## config.mk

```make
export PLATFORM = sky130hd
export DESIGN_NAME = tt_sweep
export DESIGN_NICKNAME = d
export VERILOG_FILES = /design/src/rtl/tt_sweep.sv
export SDC_FILE = /design/constraint.sdc
export NUM_CORES = 1
export LEC_CHECK = 0
export CAP_MARGIN = 30
export CELL_PAD_IN_SITES_DETAIL_PLACEMENT = 0
export CELL_PAD_IN_SITES_GLOBAL_PLACEMENT = 1
export CORE_UTILIZATION = 34
export DETAILED_ROUTE_END_ITERATION = 12
export PLACE_DENSITY_LB_ADDON = 0.05
export SYNTH_ARGS = -nofsm -noshare
export SYNTH_HDL_FRONTEND = slang
export SYNTH_SLANG_ARGS = --single-unit
```

## constraint.sdc

```tcl
create_clock -name in_clk -period 2.6 [get_ports in_clk]
set_input_delay 0.39 -clock in_clk [delete_from_list [all_inputs] [get_ports in_clk]]
set_output_delay 0.39 -clock in_clk [all_outputs]
set_load 0.01 [all_outputs]
```

## src/rtl/tt_sweep.sv

```systemverilog
`default_nettype none
//============================================================================
// Module      : tt_sweep
// Description : Sequential truth-table engine. Latches an N_IN-input Boolean
//               function (minterm mask) plus an expected mask, then streams
//               every input row in ascending order over valid/ready. Each row
//               reports its output and whether it mismatches the expectation.
//               On completion done pulses with the final ones/mismatch counts.
// Ports       :
//   in_clk    - clock, rising edge
//   in_rst    - synchronous active-high reset
//   in_start  - start request (honoured in IDLE or DONE only)
//   in_func   - function mask, bit r = Y for row r
//   in_ref    - expected mask, same encoding
//   in_ready  - downstream accepts the current row
//   out_valid - row data valid (RUN)
//   out_row   - current row index
//   out_y     - function value of current row
//   out_mis   - function XOR expected for current row
//   out_busy  - high while streaming
//   out_done  - one-cycle completion pulse
//   out_ones  - running/final count of accepted rows with Y=1
//   out_errs  - running/final count of accepted rows with mismatch
// Revision    : 1.0 - initial release
//============================================================================
module tt_sweep #(
    parameter int N_IN = 3
) (
    input  logic                   in_clk,
    input  logic                   in_rst,
    input  logic                   in_start,
    input  logic [(1<<N_IN)-1:0]   in_func,
    input  logic [(1<<N_IN)-1:0]   in_ref,
    input  logic                   in_ready,
    output logic                   out_valid,
    output logic [N_IN-1:0]        out_row,
    output logic                   out_y,
    output logic                   out_mis,
    output logic                   out_busy,
    output logic                   out_done,
    output logic [N_IN:0]          out_ones,
    output logic [N_IN:0]          out_errs
);

    localparam int ROWS = 1 << N_IN;

    localparam logic [N_IN-1:0] c_LAST_ROW = {N_IN{1'b1}};

    localparam logic [1:0] S_IDLE = 2'd0;
    localparam logic [1:0] S_RUN  = 2'd1;
    localparam logic [1:0] S_DONE = 2'd2;

    logic [1:0]      r_state;
    logic [ROWS-1:0] r_func;
    logic [ROWS-1:0] r_ref;
    logic [N_IN-1:0] r_row;
    logic [N_IN:0]   r_ones;
    logic [N_IN:0]   r_errs;

    logic w_run;
    logic w_y;
    logic w_mis;

    assign w_run = (r_state == S_RUN);
    assign w_y   = r_func[r_row];
    assign w_mis = r_func[r_row] ^ r_ref[r_row];

    always_ff @(posedge in_clk) begin
        if (in_rst) begin
            r_state <= S_IDLE;
            r_func  <= '0;
            r_ref   <= '0;
            r_row   <= '0;
            r_ones  <= '0;
            r_errs  <= '0;
        end else begin
            case (r_state)
                // DONE behaves like IDLE for start so a restart can follow
                // the completion pulse with no idle gap.
                S_IDLE, S_DONE: begin
                    if (in_start) begin
                        r_func  <= in_func;
                        r_ref   <= in_ref;
                        r_row   <= '0;
                        r_ones  <= '0;
                        r_errs  <= '0;
                        r_state <= S_RUN;
                    end else begin
                        r_state <= S_IDLE;
                    end
                end
                S_RUN: begin
                    if (in_ready) begin
                        r_ones <= r_ones + {{N_IN{1'b0}}, w_y};
                        r_errs <= r_errs + {{N_IN{1'b0}}, w_mis};
                        // Exit on the last row so the row counter never wraps.
                        if (r_row == c_LAST_ROW) begin
                            r_state <= S_DONE;
                        end else begin
                            r_row <= r_row + 1'b1;
                        end
                    end
                end
                default: r_state <= S_IDLE;
            endcase
        end
    end

    // All outputs are decoded from registers only; row data is gated by the
    // RUN state so it reads as zero whenever nothing is being presented.
    assign out_valid = w_run;
    assign out_busy  = w_run;
    assign out_done  = (r_state == S_DONE);
    assign out_row   = r_row;
    assign out_y     = w_run & w_y;
    assign out_mis   = w_run & w_mis;
    assign out_ones  = r_ones;
    assign out_errs  = r_errs;

endmodule
`default_nettype wire

```

== Word level (Yosys, flattened, before mapping) ==
Index checks and enable logic that the tools add are counted.

* Add/sub/neg operators: 3
* $lt $le $gt $ge: 1
* Equal/unequal tests: 7
* Multiplexer cells: 17
* Bitwise operators: 3
* Reductions and logical operators: 7

{| class="wikitable"
|+ Operators with widths
! operator !! count
|-
| 4-bit one-hot mux with 2 select lines || 2
|-
| 4-bit two-way mux || 3
|-
| 3-bit two-way mux || 3
|-
| 4-bit by 1-bit adder with 4-bit output || 2
|-
| 1-bit binary-select mux with 3-bit select || 2
|-
| 2-bit != test (second input constant) || 3
|-
| 3-bit one-hot mux with 2 select lines || 1
|-
| 3-bit by 4-bit < comparator with 1-bit output (second input constant) || 1
|-
| 2-bit two-way mux || 2
|-
| 2-bit one-hot mux with 2 select lines || 1
|-
| 2-bit AND reduction || 2
|-
| 4-bit AND reduction || 1
|-
| 3-bit by 1-bit adder with 3-bit output (second input constant) || 1
|-
| 3-bit == test (second input constant) || 1
|-
| 1-bit two-way mux || 3
|-
| 3-bit AND reduction || 1
|-
| 1-bit AND || 2
|-
| 2-bit by 1-bit == test with 1-bit output (second input constant) || 1
|-
| 2-bit == test (second input constant) || 1
|-
| 2-bit logical NOT || 1
|-
| 2-bit by 1-bit != test with 1-bit output (second input constant) || 1
|-
| 2-bit nonzero test || 1
|-
| 2-bit OR reduction || 1
|-
| 1-bit bitwise XOR || 1
|}

* Flip-flop bits (word level): 29
* Bits of input ports: 20

== Longest topological paths before layout ==
* Depth after elaboration: 6
* Mapped depth: 9

== Worst setup path before layout ==
Ideal clock, no wire load.

* Path kind: reg-to-reg
* From: reg r_row[0], in the netlist out_row[0]
* To: reg r_errs[2], in the netlist out_errs[2]
* Setup time: 131 ps
* Arrival: 2102 ps
* Required time: 2469 ps
* Path slack: 366 ps
* Cell stages (with the launch flop): 10
* Buffers on the path: 1
* Cells stage by stage: dfxtp_1 -> buf_6 -> mux4_1 -> mux2i_1 -> xor2_1 -> ha_1 -> ha_1 -> a21boi_0 -> xnor2_1 -> nor3_1

* Cells in the longest elaborated chain, start to end: 6
* Elaborated cells between the ends (all ways): 8
* Classes of those cells: add/sub (1); mux (6); bitwise (1)

{| class="wikitable"
|+ Ends and longest elaborated chain
! element !! line !! text
|-
| start: declaration || 56 || <nowiki>logic [N_IN-1:0] r_row;</nowiki>
|-
| start signal: assignment || 100 || <nowiki>r_row <= r_row + 1'b1;</nowiki>
|-
| 1-bit binary-select mux with 3-bit select || 66 || <nowiki>assign w_mis = r_func[r_row] ^ r_ref[r_row];</nowiki>
|-
| 1-bit two-way mux (implied by the code) || 66 ||
|-
| 1-bit bitwise XOR * || 66 ||
|-
| 4-bit by 1-bit adder with 4-bit output * || 95 || <nowiki>r_errs <= r_errs + {{N_IN{1'b0}}, w_mis};</nowiki>
|-
| 4-bit two-way mux * || 93 || <nowiki>if (in_ready) begin</nowiki>
|-
| 4-bit one-hot mux with 2 select lines * || 77 || <nowiki>case (r_state)</nowiki>
|-
| end signal: assignment || 95 ||
|-
| end: declaration || 58 || <nowiki>logic [N_IN:0] r_errs;</nowiki>
|}

Mark *: on every way between the ends. The rest lies on a longest branch, timed or not. The select of a mux whose other input is x is not followed.
A chain may end at the register's enable or synchronous reset.

== Worst setup path in the final report ==
Ends and elaborated chain as after synthesis.

==> impl_metrics.csv <==
group,metric,value,unit
status,outcome,"completed",
worst_setup_path,startpoint_type,"flip-flop",
worst_setup_path,worstPathArrival,2.65,ns
worst_setup_path,critical_path_class,"reg2reg",
grt,grt_pass1_wl,5.147,mm
timing,fin_skew,0.007514,ns
cells_and_area,nets,218,
logic_synthesis,synth_cells,150,
grt,antenna_found_initial,0,
timing,slew_headroom,66.52,%
timing,finalCritPeriodShare,94.13,%
clock_network,clk_latency,0.28,ns
logic_synthesis,synth_warnings,0,
logic_synthesis,synth_top_family_by_area,"simple AND/OR/NAND/NOR gates",
logic_synthesis,ys_ff_latch,29,
power,p_leak,0.0006877,uW
clock_network,cts_buffers,5,
drt,wl_per_cell,12.56,um
die,ios,36,
logic_synthesis,synthMuxAreaShare,9.858,%
job,cap_violations,0,
cells_and_area,final_common_cell,"nand2_1",
clock_network,path_clk_slew,0.06,ns
timing,hold_violations,0,
logic_synthesis,synth-adder-area-share,5.687,%
timing,hold_slack,0.4538,ns
logic_synthesis,synth_area_per_cell,8.800,um2
worst_setup_path,worst-path-buf-inv,3,
worst_setup_path,worst_path_most_repeated_cell,"buf_4",
placed_design,hpwl,2.027,mm
logic_synthesis,seq_area_frac_synth,43.98,%
die,die_height,64.31,um
timing,drv_slew,0,
die,start_util,35.79,%
timing,fin_setup_tns,0,ns
clock_network,htreeDepth,2,
timing,min_period,2.447,ns
timing,fmax,0.4086,GHz
logic_synthesis,synth_compound_area_share,11.94,%
logic_synthesis,mappedNetlistArea,1320,um2
grt,grt.overflow.total,0,
worst_setup_path,cp_top_family,"multiplexers",
worst_setup_path,slowest_stage,"mux4_2",
logic_synthesis,synth.distinct_cells,24,
die,fp.dieW,64.31,um
drt,drt_iter0_markers,49,
worst_setup_path,critPathMaxStageDelay,0.53,ns
power,ir_worst_vdd,0.2958,mV
grt,grt_pass1_vias,1134,
drt,drt.antenna.violating_nets,0,
timing,rsz0062_at_grt,"no",
grt,grt_max_degree,30,
timing,finalSetupViolations,0,
placed_design,place.gp.congestion,0.7415,
cells_and_area,syn2layout_area_growth,40.47,%
die,dieArea,4136,um2
min_path,hold_class,"reg2reg",
clock_network,cts_hold_buf,0,
worst_setup_path,critPathRequiredTime,2.80,ns
drt,vias,1144,
logic_synthesis,synth-xor-area-share,3.318,%
drt,vias_per_cell,4.747,
cells_and_area,diodes,0,
cells_and_area,layout_common_cells,"nand2_1 (40), clkdlybuf4s50_1 (34), dfxtp_1 (28)",
clock_network,clockBufferDepth,2,
power,power.density,523.3,nW/um2
drt,drt-total-wl,3.027,mm
timing,worst_pin_slew,0.5022,ns
logic_synthesis,synth_fp_nets,176,
clock_network,clockRootBuffer,"clkbuf_8",
worst_setup_path,crit_path_end_kind,"flip-flop",
cells_and_area,drive_above_1_share,11.92,%
drt,dr.pass1.iters,4,
drt,drc,0,
logic_synthesis,synthSimpleGateAreaFrac,21.23,%
grt,groute.usage.overall,16.85,%
clock_network,clock_sinks,29,
die,fp-row-count,22,
worst_setup_path,worstPathCellList,"mux4_2, mux2i_4, xor2_1, buf_4, buf_4, buf_4, ha_4, ha_2, a21boi_2, xnor2_1, nor3_1",
clock_network,cts_tree,"built",
worst_setup_path,crit_fanout,5,
placed_design,io_buffers,35,
die,coreArea,3689,um2
## kinds of logic (layout without fill, tap and decap cells)
logic type | count (synthesis) | after routing
adders and majority gates | 6 | 6
muxes | 6 | 6
AOI/OAI and AO/OA | 30 | 30
buffers and inverters | 11 | 54
xor gates and xnor gates | 5 | 5
and+or+nand+nor | 63 | 63
DFF | 29 | 29
## worst paths after layout
| path | startpoint | endpoint | slack (ns) | cells after the start |
|---|---|---|---|---|
| max | out_row[0] | out_errs[2] | 0.15 | 11 |
| min | r_ref[1] | r_ref[1] | 0.45 | 2 |
| max reg2reg | out_row[0] | out_errs[2] | 0.15 | 11 |
| min reg2reg | r_ref[1] | r_ref[1] | 0.45 | 2 |
## per-stage QoR
stage / instance area, um2 / power, uW / instances / setup WS [ns] / util (%)
6_report: 1854 / 970.4 / 241 / 0.1526 / 50.27
5_1_grt: 1854 / 1024 / 241 / 0.02512 / 50.27
4_1_cts: 1832 / 978.9 / 240 / 0.002246 / 49.66
3_5_place_dp: 1719 / 617.0 / 228 / 0.09737 / 46.61
3_3_place_gp: 1719 / 614.6 / 228 / 0.1396 / 46.61
2_1_floorplan: 1320 / 555.3 / 150 / 0.3664 / -
## where the power goes
group	switching (uW)	internal (uW)	total (uW)
sequential	11.8	462	474
clock	161	190	350
combinational	67.5	78.3	146
## metal layers
metal,track usage (%),part of all wire (%)
met1,18.86,45
met2,28.42,49
met3,6.071,5.0
met4,7.500,1.7
met5,0,0
## layout make-up
cell class	instances	area [um2]
flip-flops and latches	29	584.3
multi-input cells	110	701.9
well taps	48	60.06
inverters	1	3.754
clock buffers	8	80.08
repair buffers	45	424.2
fillers	383	1834
## Yosys cell counts
library cell	instances	area, um2
a21boi_0	2	15.01
a21oi_1	27	135.1
and2_1	1	6.260
buf_4	1	7.510
buf_6	1	11.26
clkbuf_1	8	30.03
dfxtp_1	29	580.6
ha_1	6	75.07
inv_1	1	3.750
mux2i_1	1	10.01
mux2i_4	1	22.52
mux4_1	2	52.55
mux4_2	2	45.04
nand2_1	40	150.1
nand2b_1	1	6.260
nand3_1	6	30.03
nand3b_1	3	22.52
nor2_1	2	7.510
nor2b_1	4	25.02
nor3_1	5	25.02
nor3b_1	1	7.510
o21a_1	1	7.510
xnor2_1	4	35.03
xor2_1	1	8.760
## worst min-delay path: stages (launching register included)
cell and delay (ns):
dfxtp_1 0.30, nand2_1 0.05, a21oi_1 0.05
## state kept, by name (all words and copies together), names as in the netlist
register and flops:
out_errs 4, out_ones 4, out_row 3, r_func 8, r_ref 8, r_state 2
## repair_timing
item,CTS,global route
resized for setup,3,6
setup endpoints to repair,1,2
buffers inserted,4,2
pin swaps,1,3
No activity file was read; power rests on OpenSTA's default activity.
